`src/rtl/config_pkg.sv`:
```
// Shared configuration for the privilege/trap sequencer: default sizing, mode encodings,
// the WFI state type and the illegal-instruction cause code.
// No ports; imported by trap_deleg and privmode_trap_seq.
package config_pkg;

  localparam int XLEN             = 64;
  localparam int S_SUPPORTED      = 1;
  localparam int U_SUPPORTED      = 1;
  localparam int WFI_TIMEOUT_BITS = 8;

  localparam logic [1:0] M_MODE = 2'b11;
  localparam logic [1:0] S_MODE = 2'b01;
  localparam logic [1:0] U_MODE = 2'b00;

  localparam logic [3:0] EXC_ILLEGAL_INSTR = 4'd2;

  typedef enum logic [1:0] {
    WFI_IDLE   = 2'd0,
    WFI_WAIT   = 2'd1,
    WFI_TOTRAP = 2'd2
  } wfi_state_t;

  // Map a requested privilege mode onto one the core actually implements.
  // The reserved encoding 2'b10 and any missing mode resolve to M.
  function automatic logic [1:0] coerce_mode(input logic [1:0] mode,
                                             input bit        s_ok,
                                             input bit        u_ok);
    logic [1:0] m;
    m = mode;
    if (mode == U_MODE && !u_ok) m = M_MODE;
    else if (mode == S_MODE && !s_ok) m = M_MODE;
    else if (mode == 2'b10) m = M_MODE;
    return m;
  endfunction

endpackage

```
`src/rtl/trap_deleg.sv`:
```
// Trap delegation decision: picks S or M as the trap target mode. Purely combinational,
// zero latency, no flow control.
// Ports: code/is_int (trap cause), medeleg/mideleg (delegation CSRs), priv (current mode) -> target.
module trap_deleg #(
  parameter int S_SUPPORTED = 1
) (
  input  logic [3:0]  code,
  input  logic        is_int,
  input  logic [15:0] medeleg,
  input  logic [11:0] mideleg,
  input  logic [1:0]  priv,
  output logic [1:0]  target
);
  import config_pkg::*;

  logic [15:0] med_eff;
  logic [15:0] mid_eff;
  logic        deleg_bit;

  // Environment-call-from-M (11) can never be delegated, nor can the machine-level
  // interrupts (11/7/3); those bits behave as hardwired zero.
  assign med_eff   = medeleg & ~16'h0800;
  assign mid_eff   = {4'b0000, mideleg & ~12'h888};
  assign deleg_bit = is_int ? mid_eff[code] : med_eff[code];

  // Traps taken from M never drop to S, regardless of delegation.
  assign target = ((S_SUPPORTED != 0) && (priv != M_MODE) && deleg_bit) ? S_MODE : M_MODE;

endmodule

```
`src/rtl/privmode_trap_seq.sv`:
```
// Privilege-mode owner and trap sequencer: selects one of interrupt / exception /
// illegal-instruction / mret / sret / wfi per cycle, computes the next privilege mode and
// cause, and runs the WFI wait/timeout FSM. Decisions are combinational (same cycle);
// PrivilegeModeW and the FSM update one cycle later and hold while StallW=1.
// Ports: clk/reset_n, StallW, trap sources (Exc*/Int*/IntWakeM), delegation CSRs,
// xret/wfi issue strobes, STATUS_* fields in; TrapM/mretM/sretM/NextPrivilegeModeM/
// PrivilegeModeW/CauseM/WFIStallM out.
module privmode_trap_seq #(
  parameter int XLEN             = config_pkg::XLEN,
  parameter int S_SUPPORTED      = config_pkg::S_SUPPORTED,
  parameter int U_SUPPORTED      = config_pkg::U_SUPPORTED,
  parameter int WFI_TIMEOUT_BITS = config_pkg::WFI_TIMEOUT_BITS
) (
  input  logic            clk,
  input  logic            reset_n,
  input  logic            StallW,
  input  logic            ExcValidM,
  input  logic [3:0]      ExcCodeM,
  input  logic            IntValidM,
  input  logic [3:0]      IntCodeM,
  input  logic            IntWakeM,
  input  logic [15:0]     MEDELEG_REGW,
  input  logic [11:0]     MIDELEG_REGW,
  input  logic            mretIssueM,
  input  logic            sretIssueM,
  input  logic            wfiIssueM,
  input  logic [1:0]      STATUS_MPP,
  input  logic            STATUS_SPP,
  input  logic            STATUS_TSR,
  input  logic            STATUS_TW,
  output logic            TrapM,
  output logic            mretM,
  output logic            sretM,
  output logic [1:0]      NextPrivilegeModeM,
  output logic [1:0]      PrivilegeModeW,
  output logic [XLEN-1:0] CauseM,
  output logic            WFIStallM
);
  import config_pkg::*;

  localparam int                    CW      = WFI_TIMEOUT_BITS;
  localparam logic [CW-1:0]         CNT_MAX = '1;
  localparam bit                    S_OK    = (S_SUPPORTED != 0);
  localparam bit                    U_OK    = (U_SUPPORTED != 0);

  wfi_state_t    state_q, state_d;
  logic [CW-1:0] cnt_q, cnt_d, cnt_inc;
  logic [1:0]    priv_q;

  logic idle_st, wait_st, totrap_st;
  logic mret_illegal, sret_illegal, wfi_illegal, illegal_hit;
  logic take_int, take_exc, take_ill, retire_ok;
  logic take_mret, take_sret, take_wfi;
  logic timeout;
  logic [3:0] trap_code;
  logic [1:0] trap_target;

  trap_deleg #(.S_SUPPORTED(S_SUPPORTED)) u_deleg (
    .code    (trap_code),
    .is_int  (take_int),
    .medeleg (MEDELEG_REGW),
    .mideleg (MIDELEG_REGW),
    .priv    (priv_q),
    .target  (trap_target)
  );

  always_comb begin
    idle_st   = (state_q == WFI_IDLE);
    wait_st   = (state_q == WFI_WAIT);
    totrap_st = (state_q == WFI_TOTRAP);

    mret_illegal = mretIssueM && (priv_q != M_MODE);
    sret_illegal = sretIssueM && (!S_OK || (priv_q == U_MODE) ||
                                  ((priv_q == S_MODE) && STATUS_TSR));
    wfi_illegal  = wfiIssueM && (priv_q == U_MODE);
    illegal_hit  = mret_illegal || sret_illegal || wfi_illegal;

    // Interrupts are honoured in every FSM state; the instruction-side sources are only
    // looked at in IDLE because the instruction stream is frozen during WAIT/TOTRAP.
    take_int  = reset_n && IntValidM;
    take_exc  = reset_n && idle_st && !IntValidM && ExcValidM;
    take_ill  = reset_n && !IntValidM &&
                ((idle_st && !ExcValidM && illegal_hit) || totrap_st);
    retire_ok = reset_n && idle_st && !IntValidM && !ExcValidM && !illegal_hit;
    take_mret = retire_ok && mretIssueM;
    take_sret = retire_ok && !mretIssueM && sretIssueM;
    take_wfi  = retire_ok && !mretIssueM && !sretIssueM && wfiIssueM;

    TrapM = take_int || take_exc || take_ill;
    mretM = take_mret;
    sretM = take_sret;

    trap_code = take_int ? IntCodeM : (take_exc ? ExcCodeM : EXC_ILLEGAL_INSTR);
    CauseM    = '0;
    if (TrapM) CauseM = {take_int, {(XLEN-5){1'b0}}, trap_code};

    NextPrivilegeModeM = priv_q;
    if (TrapM)          NextPrivilegeModeM = trap_target;
    else if (take_mret) NextPrivilegeModeM = coerce_mode(STATUS_MPP, S_OK, U_OK);
    else if (take_sret) NextPrivilegeModeM = coerce_mode({1'b0, STATUS_SPP}, S_OK, U_OK);

    WFIStallM = reset_n && wait_st && !IntWakeM && !IntValidM;

    // The timeout compares the post-increment count, i.e. the number of WAIT cycles
    // spent including this one, so the stall lasts exactly 2^N-1 cycles before TOTRAP.
    cnt_inc = (cnt_q == CNT_MAX) ? cnt_q : cnt_q + CW'(1);
    timeout = STATUS_TW && (priv_q != M_MODE) && (cnt_inc == CNT_MAX);

    state_d = state_q;
    cnt_d   = '0;
    unique case (state_q)
      WFI_IDLE: begin
        if (take_wfi) state_d = WFI_WAIT;
      end
      WFI_WAIT: begin
        cnt_d = cnt_inc;
        if (IntValidM || IntWakeM) state_d = WFI_IDLE;
        else if (timeout)          state_d = WFI_TOTRAP;
      end
      WFI_TOTRAP: state_d = WFI_IDLE;
      default:    state_d = WFI_IDLE;
    endcase
  end

  always_ff @(posedge clk) begin
    if (!reset_n) begin
      priv_q  <= M_MODE;
      state_q <= WFI_IDLE;
      cnt_q   <= '0;
    end else if (!StallW) begin
      priv_q  <= NextPrivilegeModeM;
      state_q <= state_d;
      cnt_q   <= cnt_d;
    end
  end

  assign PrivilegeModeW = priv_q;

endmodule

```
`config.mk`:
```
export PLATFORM = sky130hd
export DESIGN_NAME = privmode_trap_seq
export DESIGN_NICKNAME = d
export VERILOG_FILES = /design/src/rtl/config_pkg.sv /design/src/rtl/trap_deleg.sv /design/src/rtl/privmode_trap_seq.sv
export SDC_FILE = /design/constraint.sdc
export NUM_CORES = 1
export LEC_CHECK = 0
export ABC_AREA = 1
export CORE_MARGIN = 2
export CORE_UTILIZATION = 36
export DETAILED_ROUTE_END_ITERATION = 12
export HOLD_SLACK_MARGIN = 0.12
export PLACE_DENSITY = 0.82
export SYNTH_ARGS = -nofsm -noshare
export SYNTH_HDL_FRONTEND = slang
export SYNTH_SLANG_ARGS = --single-unit
```
`constraint.sdc`:
```
create_clock -name clk -period 2.5 [get_ports clk]
set_clock_uncertainty 0.1 [all_clocks]
set_input_delay 0.375 -clock clk [delete_from_list [all_inputs] [get_ports clk]]
set_output_delay 0.375 -clock clk [all_outputs]
set_load 0.005 [all_outputs]
```
==> flow_metrics.env <==
export IMPL_post_synth_cell_area_avg_um2=5.84
export IMPL_post_synth_and_or_nand_nor_area_fraction=0.407
export IMPL_max_vdd_ir_drop_mv=0.153
export IMPL_initial_core_util=0.372
export IMPL_slew_headroom=0.643
export IMPL_synth_compound_area_frac=0.0783
export IMPL_die_h_um=73.9
export IMPL_io_buffers=58
export IMPL_total_leakage_power_nw=1.39
export IMPL_worst_ep_arrival_time_ns=1.99
export IMPL_cts_num_sinks=12
export IMPL_critPathMaxFanout=6
export IMPL_crit_reg2reg_capture="PrivilegeModeW[0]"
export IMPL_report_final_setup_viol=0
export IMPL_worst_ep_required_time_ns=2.03
export IMPL_worst_hold_slack_ns=0.369
export IMPL_placeableCoreArea_um2=4720
export IMPL_post_layout_net_count=447
export IMPL_critical_path_startpoint_type="primary input"
export IMPL_rsz0062_at_grt="true"
export IMPL_synth_cell_types=31
export IMPL_grt_start_max_net_pins=13
export IMPL_estimated_wirelength_of_the_detail_placed_design_mm=3.57
export IMPL_synthesis_yosys_warnings=0
export IMPL_outcome="finished clean"
export IMPL_synth_seq_cells=12
export IMPL_detail_route_iter0_violations=88
export IMPL_holdCritStartpoint="cnt_q[6]"
export IMPL_slack_of_the_critical_path_ns=0.0326
export IMPL_synth_cells=301
export IMPL_area_growth_synth_to_final_pct=51.5
export IMPL_gpl_final_weighted_congestion=0.920
export IMPL_pre_cts_slack_ns=-0.680
export IMPL_powerDensity_nw_per_um2=291
export IMPL_timing_max_transition_violations_final=0
export IMPL_cp_end_kind="output port"
export IMPL_worstSkewPairLatency_ns=0.25
export IMPL_min_delay_endpoint="cnt_q[6]"
export IMPL_detailroute_via_count=1964
export IMPL_path_class="primary input to output port"
export IMPL_die_area_um2=5460
export IMPL_wl_per_cell_um=10.3
export IMPL_route_antenna_remaining_nets=0
export IMPL_power_w=0.000776
export IMPL_yosys_mux_area_fraction=0
export IMPL_cts_path_max_buffers=2
export IMPL_global_route_usage_total=0.171
export IMPL_reg2reg_setup_slack_ns=0.40
export IMPL_number_of_cell_rows=25
export IMPL_cts_reportedPaths_clkPinSlew_ns=0.05
export IMPL_hold_viol_final=0
export IMPL_finish_instance_area_um2=2660
export IMPL_via_per_inst=4.25
export IMPL_worstMarginPinSlew_ns=0.533
export IMPL_cts_buffers_inserted=3
export IMPL_timing_rr_start="PrivilegeModeW[0]"
export IMPL_synth_yosys_seq_area_share=0.137
export IMPL_antenna_found_initial=0
export IMPL_clock_h_tree_levels=1
export IMPL_clock_tree_root_cell="clkbuf_8"
export IMPL_final_period_minus_worst_setup_slack_ns=2.47
export IMPL_synth_top_family_by_area="simple AND/OR/NAND/NOR gates"
export IMPL_worst_setup_path_startpoint="IntCodeM[0]"
export IMPL_post_synth_xor_area_fraction=0.0149
export IMPL_n_antenna_cell=0
export IMPL_worstHoldPathCells=2
export IMPL_grt_pass1_vias=1749
export IMPL_synthAdderAreaFrac=0.00712
export IMPL_critical_path_max_stage_delay_ns=0.40
export IMPL_route_final_wire_length_mm=4.75
export IMPL_dieWidth_um=73.9
export IMPL_placed_area_um2=2360
export IMPL_cts_hold_buf=0
export IMPL_drc_violations=0
export IMPL_path_common_cell="nand3_1"
export IMPL_achievable_freq_mhz=405
export IMPL_drive_gt1_frac=0.223
export IMPL_grt_remaining_overflow=0
export IMPL_maxCapViolCount=0
export IMPL_crit_family="buffers and inverters"
export IMPL_layout_worst_path_cycle_share=0.987
export IMPL_design_portCount=122
export IMPL_tritoncts="done"
export IMPL_critical_path_cell_list="clkdlybuf4s50_1 > inv_1 > nand3_2 > nand2_2 > clkinv_4 > buf_12 > nand3_1 > nand3_1 > nand3_1 > nand3_1 > nand2_1 > nand2_1 > nand3_2 > nand2_1 > inv_1 > clkbuf_2"
export IMPL_critPathSlowestCell="clkdlybuf4s50_1"
export IMPL_critPathBufInv=6
export IMPL_rr_worst_depth=13
export IMPL_mappedNetlistArea_um2=1760
export IMPL_dr_pass1_iters=4
export IMPL_hold_path_class="flip-flop to flip-flop"
export IMPL_grt_first_pass_wirelength_mm=7.56
flip-flops by register name, summed over array words and instances, names as in the netlist:
| signal | flops |
|---|---|
| PrivilegeModeW | 2 |
| state_q | 2 |
| cnt_q | 8 |
metal layers:
layer / track usage / share of wire / vias up
met5: 0 / 0 / -
met4: 0.0465 / 0.016 / 0
met3: 0.0357 / 0.071 / 11
met2: 0.277 / 0.49 / 98
met1: 0.229 / 0.42 / 847
li1: - / - / 1008
worst max path at each step:
stage	endpoint	slack, ns	cells past startpoint
2_1_floorplan	NextPrivilegeModeM[1]	0.57	14
3_3_place_gp	NextPrivilegeModeM[1]	-0.59	17
4_1_cts	NextPrivilegeModeM[1]	-0.09	17
3_5_place_dp	NextPrivilegeModeM[1]	-0.68	16
5_1_grt	NextPrivilegeModeM[1]	-0.09	16
6_report	NextPrivilegeModeM[1]	0.03	16
Yosys cell counts:
library cell  number  area [um^2]
nor2_1            18         67.6
nand3b_1           2         15.0
and2_1             1         6.26
conb_1             1         3.75
ha_1               1         12.5
nand2_2            5         31.3
nor3_2             1         10.0
o211ai_1           1         7.51
nor2_4             2         22.5
a21oi_1           12         60.1
o21ai_0            5         25.0
buf_6              2         22.5
o21a_1             1         7.51
dfxtp_1           12          240
nand2_1           89          334
clkinv_2           2         10.0
xor2_1             3         26.3
nor3_1             2         10.0
nand2_4            2         22.5
nand4_1            3         18.8
clkbuf_1           2         7.51
inv_2              4         15.0
nand3_1           27          135
o21ai_2            1         8.76
o31ai_1            1         7.51
a31oi_1            1         6.26
buf_4             59          443
nor2_2             2         12.5
inv_1             33          124
o21ai_1            3         15.0
nand3_2            3         30.0
power by group:
group | switching, W | leakage (nW) | total [W] | internal, W
Combinational | 0.000175 | 1.26 | 0.000355 | 0.000180
Clock | 0.0000793 | 0.0288 | 0.000219 | 0.000140
Sequential | 0.00000530 | 0.0977 | 0.000202 | 0.000196
through the flow:
stage,std cells,TNS [ns],util
5_1_grt,462,-0.101,0.564
6_report,462,0,0.564
3_5_place_dp,445,-2.92,0.500
4_1_cts,456,-0.0865,0.533
3_3_place_gp,445,-2.62,0.500
2_1_floorplan,359,0,-
worst min-delay path, stage by stage, from the launching register on:
cell,delay [ns]
dfxtp_1,0.31
nand2_1,0.06
a21oi_1,0.06
cell families after synthesis:
logic type               Yosys count
XOR/XNOR                           3
other                              1
AND/OR/NAND/NOR                  157
AO/OA/AOI/OAI                     25
adder cells (fa/ha/maj)            1
flip-flops                        12
buffers and inverters            102
repair_timing:
item / 4_1_cts / 5_1_grt
endpoints found under the setup margin: 9 / 4
resized for setup: 35 / 36
cloned: 0 / 1
setup buffers: 7 / 5
pin swaps: 11 / 32
cell type report:
| class | instances | area, um^2 |
|---|---|---|
| Tap cell | 67 | 83.8 |
| Clock buffer | 4 | 55.1 |
| Sequential cell | 12 | 241 |
| Fill cell | 441 | 2060 |
| Inverter | 39 | 159 |
| Multi-Input combinational cell | 246 | 1250 |
| Timing Repair Buffer | 94 | 870 |
layout by cell type (no fill, tap or decap), types with 3 or more instances in the layout:
cell and instances:
nand2_1 84, conb_1 59, clkdlybuf4s50_1 43, inv_1 33, buf_4 30, nand3_1 21
nor2_1 16, a21oi_1 12, dfxtp_1 11, nand3_2 9, nand2_2 8, dlygate4sd2_1 5
nor2_4 4, nand2_4 4, o21ai_1 4, clkbuf_8 4, dlymetal6s2s_1 4, buf_6 4
inv_4 3, o21ai_2 3, xor2_1 3, nand4_1 3, buf_2 3
(Power assumes the default switching activity.)
